## src/rtl/hyst_cmp_pkg.sv

```systemverilog
// hyst_cmp_pkg
// Shared types and helpers for the hysteresis comparator bank.
//   mode_e      : comparator operating mode as driven on the bank's mode port
//   eff_deb_len : effective debounce length (a programmed length of 0 acts as 1)
//   DEF_*       : default widths used by the bank and its channels
package hyst_cmp_pkg;

    localparam int DEF_NCH   = 4;
    localparam int DEF_DW    = 12;
    localparam int DEF_DEB_W = 4;

    typedef enum logic [1:0] {
        REGULAR  = 2'd0,
        HYST     = 2'd1,
        HYST_DEB = 2'd2,
        RSVD     = 2'd3
    } mode_e;

    function automatic int eff_deb_len(input int len);
        return (len == 0) ? 1 : len;
    endfunction

endpackage

```

## src/rtl/hyst_cmp_chan.sv

```systemverilog
// hyst_cmp_chan
// One comparator channel: state flop, debounce counter, next-state logic and
// rise/fall event generation. Shared threshold math lives in the bank.
//   clk, rst_n : clock, synchronous active-low reset
//   proc       : evaluate smp this cycle (valid sample, thresholds consistent)
//   cnt_clr    : mode changed; the debounce count restarts from zero
//   mode       : operating mode
//   thr_lo/hi  : hysteresis thresholds
//   mid        : regular-mode switch point, DW+1 bits
//   deb_eff    : effective debounce length (never 0)
//   smp        : this channel's sample
//   lvl        : registered level (state, optionally inverted)
//   rise/fall  : one-cycle pulses on internal state 0->1 / 1->0
module hyst_cmp_chan
    import hyst_cmp_pkg::*;
#(
    parameter int DW     = DEF_DW,
    parameter int DEB_W  = DEF_DEB_W,
    parameter bit INVERT = 1'b0
) (
    input  logic             clk,
    input  logic             rst_n,
    input  logic             proc,
    input  logic             cnt_clr,
    input  mode_e            mode,
    input  logic [DW-1:0]    thr_lo,
    input  logic [DW-1:0]    thr_hi,
    input  logic [DW:0]      mid,
    input  logic [DEB_W-1:0] deb_eff,
    input  logic [DW-1:0]    smp,
    output logic             lvl,
    output logic             rise,
    output logic             fall
);

    logic             state;
    logic             state_nxt;
    logic [DEB_W-1:0] cnt;
    logic [DEB_W-1:0] cnt_nxt;
    logic [DEB_W-1:0] cnt_base;
    logic [DEB_W-1:0] cnt_inc;
    logic             qual;

    always_comb begin
        // A mode change restarts the count; a sample in that same cycle
        // is still evaluated, starting from zero.
        cnt_base  = cnt_clr ? '0 : cnt;
        cnt_inc   = (cnt_base == '1) ? cnt_base : cnt_base + 1'b1;
        qual      = state ? (smp < thr_lo) : (smp > thr_hi);
        state_nxt = state;
        cnt_nxt   = cnt_base;
        if (proc) begin
            case (mode)
                REGULAR: begin
                    state_nxt = ({1'b0, smp} > mid);
                    cnt_nxt   = '0;
                end
                HYST_DEB: begin
                    if (qual) begin
                        // >= so a shortened deb_len mid-run still fires
                        if (cnt_inc >= deb_eff) begin
                            state_nxt = ~state;
                            cnt_nxt   = '0;
                        end else begin
                            cnt_nxt = cnt_inc;
                        end
                    end else begin
                        cnt_nxt = '0;
                    end
                end
                default: begin
                    if (qual) begin
                        state_nxt = ~state;
                    end
                    cnt_nxt = '0;
                end
            endcase
        end
    end

    // stage p0 -> p1: registered state, level and events
    always_ff @(posedge clk) begin
        if (!rst_n) begin
            state <= 1'b0;
            cnt   <= '0;
            lvl   <= INVERT;
            rise  <= 1'b0;
            fall  <= 1'b0;
        end else begin
            state <= state_nxt;
            cnt   <= cnt_nxt;
            lvl   <= state_nxt ^ INVERT;
            rise  <= ~state & state_nxt;
            fall  <= state & ~state_nxt;
        end
    end

endmodule

```

## src/rtl/hyst_cmp_bank.sv

```systemverilog
// hyst_cmp_bank
// Multi-channel comparator bank with regular, hysteresis and
// hysteresis-plus-debounce modes; one-clock latency from sample to level.
//   clk, rst_n : clock, synchronous active-low reset
//   mode       : 0 regular, 1 hysteresis, 2 hysteresis+debounce, 3 as 1
//   thr_lo/hi  : shared thresholds (unsigned, DW bits)
//   deb_len    : debounce length, 0 behaves as 1
//   s_valid    : sample strobe common to all channels
//   s_data     : packed samples, channel k at [k*DW +: DW]
//   lvl        : registered level per channel (inverted when INVERT=1)
//   rise/fall  : per-channel one-cycle state-change pulses
//   cfg_err    : registered, high while thr_lo > thr_hi
module hyst_cmp_bank
    import hyst_cmp_pkg::*;
#(
    parameter int NCH    = DEF_NCH,
    parameter int DW     = DEF_DW,
    parameter int DEB_W  = DEF_DEB_W,
    parameter bit INVERT = 1'b0
) (
    input  logic              clk,
    input  logic              rst_n,
    input  logic [1:0]        mode,
    input  logic [DW-1:0]     thr_lo,
    input  logic [DW-1:0]     thr_hi,
    input  logic [DEB_W-1:0]  deb_len,
    input  logic              s_valid,
    input  logic [NCH*DW-1:0] s_data,
    output logic [NCH-1:0]    lvl,
    output logic [NCH-1:0]    rise,
    output logic [NCH-1:0]    fall,
    output logic              cfg_err
);

    logic [1:0]       mode_p1;
    logic             mode_chg;
    logic             proc;
    logic [DW:0]      mid;
    logic [DEB_W-1:0] deb_eff;

    // Both operands widened to DW+1 bits so the sum cannot wrap.
    assign mid      = ({1'b0, thr_lo} + {1'b0, thr_hi}) >> 1;
    assign mode_chg = (mode != mode_p1);
    // cfg_err is the registered flag, so a bad threshold pair is seen
    // one cycle late and normal operation resumes one cycle after repair.
    assign proc     = s_valid & ~cfg_err;
    assign deb_eff  = DEB_W'(eff_deb_len(int'(deb_len)));

    // stage p0 -> p1: previous mode and configuration check
    always_ff @(posedge clk) begin
        mode_p1 <= mode;
        if (!rst_n) begin
            cfg_err <= 1'b0;
        end else begin
            cfg_err <= (thr_lo > thr_hi);
        end
    end

    for (genvar k = 0; k < NCH; k++) begin : g_chan
        hyst_cmp_chan #(
            .DW     (DW),
            .DEB_W  (DEB_W),
            .INVERT (INVERT)
        ) u_chan (
            .clk     (clk),
            .rst_n   (rst_n),
            .proc    (proc),
            .cnt_clr (mode_chg),
            .mode    (mode_e'(mode)),
            .thr_lo  (thr_lo),
            .thr_hi  (thr_hi),
            .mid     (mid),
            .deb_eff (deb_eff),
            .smp     (s_data[k*DW +: DW]),
            .lvl     (lvl[k]),
            .rise    (rise[k]),
            .fall    (fall[k])
        );
    end

endmodule

```

## config.mk

```make
export PLATFORM = sky130hd
export DESIGN_NAME = hyst_cmp_bank
export DESIGN_NICKNAME = d
export VERILOG_FILES = /design/src/rtl/hyst_cmp_pkg.sv /design/src/rtl/hyst_cmp_chan.sv /design/src/rtl/hyst_cmp_bank.sv
export SDC_FILE = /design/constraint.sdc
export NUM_CORES = 1
export LEC_CHECK = 0
export ABC_AREA = 0
export ABC_CLOCK_PERIOD_IN_PS = 10100
export CAP_MARGIN = 25
export CORE_ASPECT_RATIO = 1.2
export CORE_UTILIZATION = 62
export CTS_CLUSTER_DIAMETER = 80
export DETAILED_ROUTE_END_ITERATION = 10
export PLACE_DENSITY = 0.95
export RECOVER_POWER = 25
export REMOVE_ABC_BUFFERS = 1
export SLEW_MARGIN = 30
export SYNTH_ARGS = -nofsm -noshare
export SYNTH_HDL_FRONTEND = slang
export SYNTH_HIERARCHICAL = 1
export SYNTH_SLANG_ARGS = --single-unit
```

## constraint.sdc

```tcl
create_clock -name clk -period 10.1 [get_ports clk]
set_clock_uncertainty 0.2 [all_clocks]
set_input_delay 1.515 -clock clk [delete_from_list [all_inputs] [get_ports clk]]
set_output_delay 1.515 -clock clk [all_outputs]
set_load 0.02 [all_outputs]
```

# == Yosys cells after proc, flatten, opt, wreduce, memory -nomap -nowiden ==
# Index checks and enable logic that the tools add are counted.
# op_classes
addsub,5
order_cmp,17
eq_ne,6
n_mux,49
n_bitwise,18
n_reduce_logical,2
# ops
operator,count
> comparator 12 bit,9
two-way mux 4 bit,25
less-than comparator 12 bit,4
two-way mux 1 bit,20
adder 4 x 1 -> 4 bit (second input constant),4
equality test 4 bit (second input constant),4
greater-or-equal comparator 4 bit,4
adder 12 x 12 -> 13 bit,1
AND 1 bit,9
inverter 1 bit,9
case mux 1 bit (2 select lines),4
zero test 4 bit,1
equality test 2 bit (second input constant),1
zero test 2 bit,1
!= test 2 bit,1
# word_totals
ff_bits,31
inputBits,81
output_inout_bits,13
wordCells,115

# == Longest topological paths before layout ==
# Gate-level depths: netlist of run 1.
# depth
depth_word,11
mapped_depth,16

# == By module ==
# The synthesis of run 1 kept the hierarchy.
# modules_own_cells
module,instances,cells_per_inst,area_per_inst_um2
hyst_cmp_chan,4,188,1440.1
hyst_cmp_bank,1,128,954.7

# == Worst setup path before layout of run 1 ==
# No wires, ideal clock.
# synth_path
path_type,input-to-reg
from,input port thr_lo[0]
to,register g_chan[0].u_chan.fall
setup_ps,116
arrival_time_ps,4269
path_slack_ps,5515
path_stages,15
path_buffers,0
cell_sequence,ha_1 fa_1 nand2b_1 a21oi_1 a221o_1 a21oi_1 xnor2_1 inv_1 ha_1 nand4_1 nor2_1 o31ai_1 a2111o_1 nor2b_1 o2bb2ai_2
# synth_between
word_cells_on_any_way,10
cone_classes,add/sub (1); order compare (2); mux (5); bitwise (2)
# synth_rtl
item,line_no,rtl
from (decl),hyst_cmp_bank.sv:24,"input logic [DW-1:0] thr_lo,"
adder 12 x 12 -> 13 bit,hyst_cmp_bank.sv:42,"assign mid = ({1'b0, thr_lo} + {1'b0, thr_hi}) >> 1;"
net mid[7],hyst_cmp_bank.sv:38,logic [DW:0] mid;
> comparator 12 bit,hyst_cmp_chan.sv:55,"state_nxt = ({1'b0, smp} > mid);"
case mux 1 bit (2 select lines),hyst_cmp_chan.sv:53,case (mode)
two-way mux 1 bit,hyst_cmp_chan.sv:52,if (proc) begin
inverter 1 bit,hyst_cmp_chan.sv:94,fall <= state & ~state_nxt;
AND 1 bit,hyst_cmp_chan.sv:94,
to (signal assigned),hyst_cmp_chan.sv:94,
to (decl),hyst_cmp_chan.sv:33,output logic fall
# The timed path passes the listed nets, and every way through them passes these cells.
# A chain may end at the register's enable or synchronous reset.

# == Final worst setup path of run 1 ==
# layout_path
from,input port mode[0]
to,register g_chan[2].u_chan.rise
# layout_between
elab_chain_cells,10
word_cells_on_any_way,13
cone_classes,add/sub (1); order compare (1); eq/ne (3); mux (6); bitwise (1); reduce/logical (1)
# layout_rtl
item,line_no,rtl
from (decl),hyst_cmp_bank.sv:23,"input logic [1:0] mode,"
!= test 2 bit *,hyst_cmp_bank.sv:43,assign mode_chg = (mode != mode_p1);
net mode_chg,hyst_cmp_bank.sv:36,logic mode_chg;
two-way mux 4 bit *,hyst_cmp_chan.sv:47,cnt_base = cnt_clr ? '0 : cnt;
adder 4 x 1 -> 4 bit or equality test 4 bit (tied branches),hyst_cmp_chan.sv:48,cnt_inc = (cnt_base == '1) ? cnt_base : cnt_base + 1'b1;
two-way mux 4 bit *,hyst_cmp_chan.sv:48,
greater-or-equal comparator 4 bit *,hyst_cmp_chan.sv:61,if (cnt_inc >= deb_eff) begin
two-way mux 1 bit *,hyst_cmp_chan.sv:61,
two-way mux 1 bit *,hyst_cmp_chan.sv:59,if (qual) begin
case mux 1 bit (2 select lines) *,hyst_cmp_chan.sv:53,
two-way mux 1 bit *,hyst_cmp_chan.sv:52,
AND 1 bit *,hyst_cmp_chan.sv:93,rise <= ~state & state_nxt;
to (signal assigned),hyst_cmp_chan.sv:93,
to (decl),hyst_cmp_chan.sv:32,"output logic rise,"
# The timed path passes the listed nets; every way through them passes the cells marked *.

==> results of run 1 <==
sequential cells by signal (all words and copies together) (netlist names):
name / count
g_chan.u_chan/fall: 4
mode_p1: 2
g_chan.u_chan/state: 4
g_chan.u_chan/rise: 4
cfg_err: 1
g_chan.u_chan/cnt: 16
stage by stage:
stage / total power, mW / utilization / instance area [um2] / setup WS (ps)
2_1_floorplan: 0.3686 / - / 6686 / 5515
3_3_place_gp: 0.4755 / 0.7397 / 7779 / 4359
3_5_place_dp: 0.4930 / 0.7399 / 7781 / 4255
4_1_cts: 0.6442 / 0.7536 / 7925 / 4546
5_1_grt: 0.6969 / 0.7536 / 7925 / 4245
6_report: 0.6496 / 0.7536 / 7925 / 4495
final timing paths:
kind,from,endpoint,slack [ps],depth (start not counted)
max,mode[0],g_chan[2].u_chan/rise,4490,14
min,g_chan[1].u_chan/cnt[3],g_chan[1].u_chan/cnt[3],330,2
max reg2reg,mode_p1[0],g_chan[2].u_chan/rise,6360,13
min reg2reg,g_chan[1].u_chan/cnt[3],g_chan[1].u_chan/cnt[3],330,2
critical path, cell delays in order:
cell	delay, ps
dlygate4sd3_1	880
xnor2_1	180
nand2_1	400
nor2b_1	400
ha_1	290
nand3_1	170
xnor2_1	300
ha_1	290
nand2b_1	140
a211oi_1	230
o21bai_1	130
o31ai_1	310
a311o_2	220
a211oi_2	70
placed cells by master (no fill, tap or decap), types with 5 or more instances in the layout:
cell type and instances:
dfxtp_1 31, clkdlybuf4s50_1 82, inv_1 190, a21oi_1 41, a31oi_1 9, nor3_1 8
a211oi_2 8, o211ai_1 13, nand3_1 29, xnor2_1 15, o21bai_1 6, nor2_1 46
or3_1 5, nor3b_1 8, nor2b_1 25, clkbuf_16 5, and4b_1 5, o31ai_1 11
or2_2 9, dlygate4sd3_1 11, nand2_1 32, nand2b_1 18, nand4_1 19, o21ai_1 20
a211oi_1 14, o21ai_0 29, a21o_1 16, ha_1 184
power breakdown:
| part | switching, mW | internal [mW] |
|---|---|---|
| clock | 0.0531 | 0.0960 |
| sequential | 0.00490 | 0.125 |
| combinational | 0.209 | 0.162 |
kinds of logic (layout without fill, tap and decap cells):
kind of cell    Yosys count  in the layout
fa+ha+maj               185            185
mux                       4              4
other cells               1              4
xor+xnor                 15             15
flops                    31             31
buf+inv                 200            291
simple gates            234            234
compound gates          210            210
final cells by class:
class                   instances  share of cell area
inverters                     191             0.09046
well taps                     129             0.02037
clock inverters                 1           0.0006315
clock buffers                   6             0.01752
repair buffers                 93              0.1175
multi-input cells             652              0.6752
flip-flops and latches         31             0.07831
routing by layer:
| metal | vias to the layer above | track usage | part of all wire |
|---|---|---|---|
| li1 | 3302 | - | - |
| met1 | 3067 | 0.3650 | 0.39 |
| met2 | 278 | 0.6070 | 0.49 |
| met3 | 105 | 0.03739 | 0.054 |
| met4 | 0 | 0.2279 | 0.063 |
| met5 | - | 0 | 0 |
==> qor.csv, run 1 <==
stage,metric,value,unit
status,status,"complete, no violations",
layout,layout cells sized above 1,0.06057,
die,Die Span X,97.01,um
clocking,htree depth,2,
global_routing,largest net degree at the start of global routing,21,
timing,slew margin rel.,0.4040,
clocking,worst-case clock buffer depth,2,
synthesis,cell count after synthesis,880,
timing,unrepaired setup endpoints after global routing,no,
timing,final setup fails,0,
synthesis,Ys Warns,6,
hold_path,Hold Crit Class,reg2reg,
clocking,cts repair resizes,0,
critical_path,Max Fanout on Critical Path,20,
die,initial core utilization,0.6385,
critical_path,Critical Path Start Type,input port,
placed_design,DP Cell Count,1096,
clocking,post-CTS setup buffers,0,
synthesis,Post-synth top cells,"inv_1 (190), ha_1 (184), nor2_1 (46), a21oi_1 (41), nand2_1 (32)",
clocking,CTS tree,done,
placed_design,Final Wtd Congestion,0.9589,
layout,fin cells,1103,
synthesis,Avg Synthesized Cell Area,7.631,um2
routing,WL/cell,17.06,um
clocking,root buf cell,clkbuf_16,
routing,Detail Route Antenna Nets,0,
die,Die H,116.0,um
power_and_ir_drop,LEAKAGE,4.186,nW
routing,total wire length,18.82,mm
layout,area of the multi-input gates,0.005351,mm2
routing,Initial DRC Count,409,
layout,filler cell count,746,
global_routing,total congestion overflow,0,
synthesis,Netlist cell types,55,
timing,setup TNS,0,ps
critical_path,Crit path arrival time,5550,ps
timing,Final Hold Fails,0,
critical_path,Worst setup EP type,flop,
job,Max-Cap Viols,0,
global_routing,first-pass GRT wire length,30.32,mm
synthesis,mux contribution to synthesized area,0.005962,
routing,DR vias,6752,
layout,sequential standard cell area,620.6,um2
critical_path,crit path kind,in2reg,
die,CORE AREA,0.01052,mm2
layout,Final nets,1240,
critical_path,Worst Path Required,10050,ps
clocking,cts bufs inserted,5,
synthesis,"count leader, synth",inv_1,
clocking,Sink Count,31,
global_routing,Global Route Usage Sum,0.3327,
synthesis,Post-synth top flop,dfxtp_1,
synthesis,post-synthesis adder-cell area fraction,0.3458,
synthesis,complex-gate fraction of the synthesized area,0.2230,
synthesis,Yosys top cell area share,0.3428,
placed_design,post-DP HPWL,15.92,mm
synthesis,number of synthesized flops with an enable pin,0,
clocking,Hold Buf Count CTS,0,
timing,Hold WS,328.4,ps
timing,slew of the pin with the lowest slew margin,882.9,ps
routing,TritonRoute pass-1 iters,6,
synthesis,Area contributors post-synth,"ha_1 (34%), inv_1 (11%), dfxtp_1 (9.2%), a21oi_1 (3.1%), nor2_1 (2.6%)",
timing,Final Cycle Share,0.5550,
power_and_ir_drop,Worst VDD drop,0.00007534,V
synthesis,post-synthesis sequential area ratio,0.09242,
placed_design,Port Buffers,93,
global_routing,antenna violations before repair,0,
timing,Achievable Freq,178.4,MHz
clocking,"Reg clk slew, reported paths",50,ps
clocking,Clock Latency Late Sink,280,ps
timing,Tmin final,5605,ps
routing,vias per inst,6.121,
routing,# DRC,0,
synthesis,largest family of logic cells by synthesized area,adder cells,
synthesis,Post-Synth Simple-Gate Area,0.1999,
die,# IOs,94,
synthesis,dominant cell type by area after synthesis,ha_1,
synthesis,xor and xnor area share after synthesis,0.01956,
power_and_ir_drop,PD cells,81.97,mW/mm2
layout,Antenna Cells,0,
synthesis,Yosys reg bits,31,
synthesis,Post-synth ARST share,0,
die,# rows,41,
layout,Area Overhead vs Synth,18.02,%
global_routing,vias in the first global route,6622,
synthesis,Synth Cell Area,0.006715,mm2
timing,Max Slew Vio Count,0,
die,Die Area,0.01125,mm2
(Power assumes the default switching activity.)
==> run 2, diff against run 1 <==
ABC_CLOCK_PERIOD_IN_PS = 4700   (was 10100)
CORE_UTILIZATION = 52   (was 62)
PLACE_DENSITY = 0.88   (was 0.95)
clock period = 4.7 ns   (was 10.1 ns; I/O delays follow)
==> run 2 against run 1 <==
Critical path depth up 1. Clock power is 120% higher. Setup slack worse by 4200 ps. Critical path type unchanged. Largest cell class unchanged. Critical endpoint is now g_chan[3].u_chan/fall. Largest power group unchanged. Highest routed layer unchanged. Final cell count grew 5.9%. Utilization down 10 points. Sequential share of layout area down 0.25 points.
==> qor.csv, run 2 (synthesis results as in run 1) <==
stage,metric,value,unit,change
die,Die Span X,105.7,um,+9.0%
timing,unrepaired setup endpoints after global routing,no,,
clocking,worst-case clock buffer depth,2,,unchanged
layout,"commonest non-fill, non-tap cells in the layout","inv_1 (190), ha_1 (184), clkdlybuf4s50_1 (84)",,
routing,DR vias,6888,,+2.0%
timing,final setup fails,0,,unchanged
timing,Final Hold Fails,0,,unchanged
layout,"most common cell after layout, fill and taps aside",inv_1,,
clocking,htree depth,2,,unchanged
critical_path,crit path kind,in2reg,,
die,Die H,126.5,um,+9.0%
clocking,cts bufs inserted,5,,unchanged
die,initial core utilization,0.5324,,-0.1061
timing,Tmin final,4383,ps,
critical_path,Worst setup EP type,flop,,
routing,total wire length,19.34,mm,+2.8%
critical_path,Crit path arrival time,4350,ps,-1200 ps
routing,vias per inst,5.897,,-3.7%
layout,fin cells,1168,,+5.9%
placed_design,Final Wtd Congestion,0.9748,,+1.7%
global_routing,total congestion overflow,0,,unchanged
global_routing,vias in the first global route,6866,,+3.7%
global_routing,antenna violations before repair,0,,unchanged
layout,layout cells sized above 1,0.08566,,+0.02508
layout,Reg with most FFs,g_chan.u_chan/cnt,,
layout,Area Overhead vs Synth,21.99,%,
routing,TritonRoute pass-1 iters,5,,-1
clocking,root buf cell,clkbuf_16,,
placed_design,DP Cell Count,1160,,+5.8%
global_routing,largest net degree at the start of global routing,18,,-14%
timing,setup TNS,0,ps,unchanged
critical_path,Worst Path Required,4670,ps,-5380 ps
layout,Final nets,1269,,+2.3%
die,# rows,45,,+9.8%
global_routing,Global Route Usage Sum,0.2928,,-0.03985
power_and_ir_drop,LEAKAGE,4.322,nW,+3.2%
layout,max reg flops,16,,unchanged
routing,Initial DRC Count,357,,-13%
layout,Antenna Cells,0,,unchanged
routing,# DRC,0,,unchanged
power_and_ir_drop,PD cells,174.8,mW/mm2,+110%
job,Max-Cap Viols,0,,unchanged
status,status,"complete, no violations",,
clocking,post-CTS setup buffers,0,,unchanged
timing,Achievable Freq,228.2,MHz,
routing,Detail Route Antenna Nets,0,,unchanged
die,Die Area,0.01337,mm2,+19%
power_and_ir_drop,Worst VDD drop,0.0002674,V,+250%
clocking,Hold Buf Count CTS,0,,unchanged
critical_path,Max Fanout on Critical Path,7,,-65%
hold_path,Hold Crit Class,reg2reg,,
clocking,"Reg clk slew, reported paths",50,ps,about the same
timing,Max Slew Vio Count,0,,unchanged
clocking,cts repair resizes,0,,unchanged
placed_design,post-DP HPWL,16.83,mm,+5.7%
layout,final core utilization,0.6495,,-0.1041
die,# IOs,94,,unchanged
clocking,Sink Count,31,,unchanged
global_routing,first-pass GRT wire length,31.48,mm,+3.8%
timing,Final Cycle Share,0.9325,,
timing,slew of the pin with the lowest slew margin,735.4,ps,-147.5 ps
critical_path,Critical Path Start Type,input port,,
placed_design,Port Buffers,93,,unchanged
routing,WL/cell,16.56,um,-2.9%
clocking,CTS tree,done,,
timing,slew margin rel.,0.5082,,+0.1043
clocking,Clock Latency Late Sink,280,ps,about the same
die,CORE AREA,0.01261,mm2,+20%
-- run 2: worst paths after layout --
| path | from | endpoint | slack [ps] | depth (start not counted) |
|---|---|---|---|---|
| max | thr_lo[1] | g_chan[3].u_chan/fall | 320 | 15 |
| min | g_chan[1].u_chan/cnt[3] | g_chan[1].u_chan/cnt[3] | 340 | 2 |
| max reg2reg | mode_p1[0] | g_chan[2].u_chan/cnt[2] | 1020 | 13 |
| min reg2reg | g_chan[1].u_chan/cnt[3] | g_chan[1].u_chan/cnt[3] | 340 | 2 |
-- run 2: per-stage QoR --
step / worst slack (ps) / area [um2] / power, mW / hold WS [ps]
6_report: 317.3 / 8192 / 1.432 / 337.0
3_5_place_dp: 93.92 / 8043 / 1.087 / 320.7
5_1_grt: 37.34 / 8192 / 1.544 / 345.1
2_1_floorplan: 925.4 / 6686 / 0.7921 / 285.8
3_3_place_gp: 196.1 / 8040 / 1.052 / 306.9
4_1_cts: 372.0 / 8199 / 1.425 / 329.4
-- run 2: report_power, final --
| part | internal, mW | switching, mW |
|---|---|---|
| clock | 0.225 | 0.111 |
| sequential | 0.270 | 0.0110 |
| combinational | 0.366 | 0.450 |
| total | 0.860 | 0.571 |
-- run 2: cell type report --
cell class              count  area (um2)
well taps                 164       205.2
fillers                  1083        4420
inverters                 191       716.9
multi-input cells         652        5351
repair buffers            122        1141
clock buffers               8       156.4
flip-flops and latches     31       620.6
-- run 2: critical path: stages --
cell and delay, ps:
clkdlybuf4s50_1 560, fa_1 520, nand2b_1 120, a21oi_1 100
a221o_1 370, a21oi_1 240, xnor2_1 260, inv_1 90
ha_1 300, nand4_1 130, nor2_1 120, o31ai_1 80
a2111o_1 440, nor2b_1 180, o2bb2ai_2 120
-- run 2: metal layers --
| layer | vias up | track usage | share of wire |
|---|---|---|---|
| met5 | - | 0 | 0 |
| met4 | 0 | 0.1879 | 0.066 |
| met3 | 90 | 0.01799 | 0.044 |
| met2 | 276 | 0.5436 | 0.49 |
| met1 | 3176 | 0.3206 | 0.40 |
| li1 | 3346 | - | - |
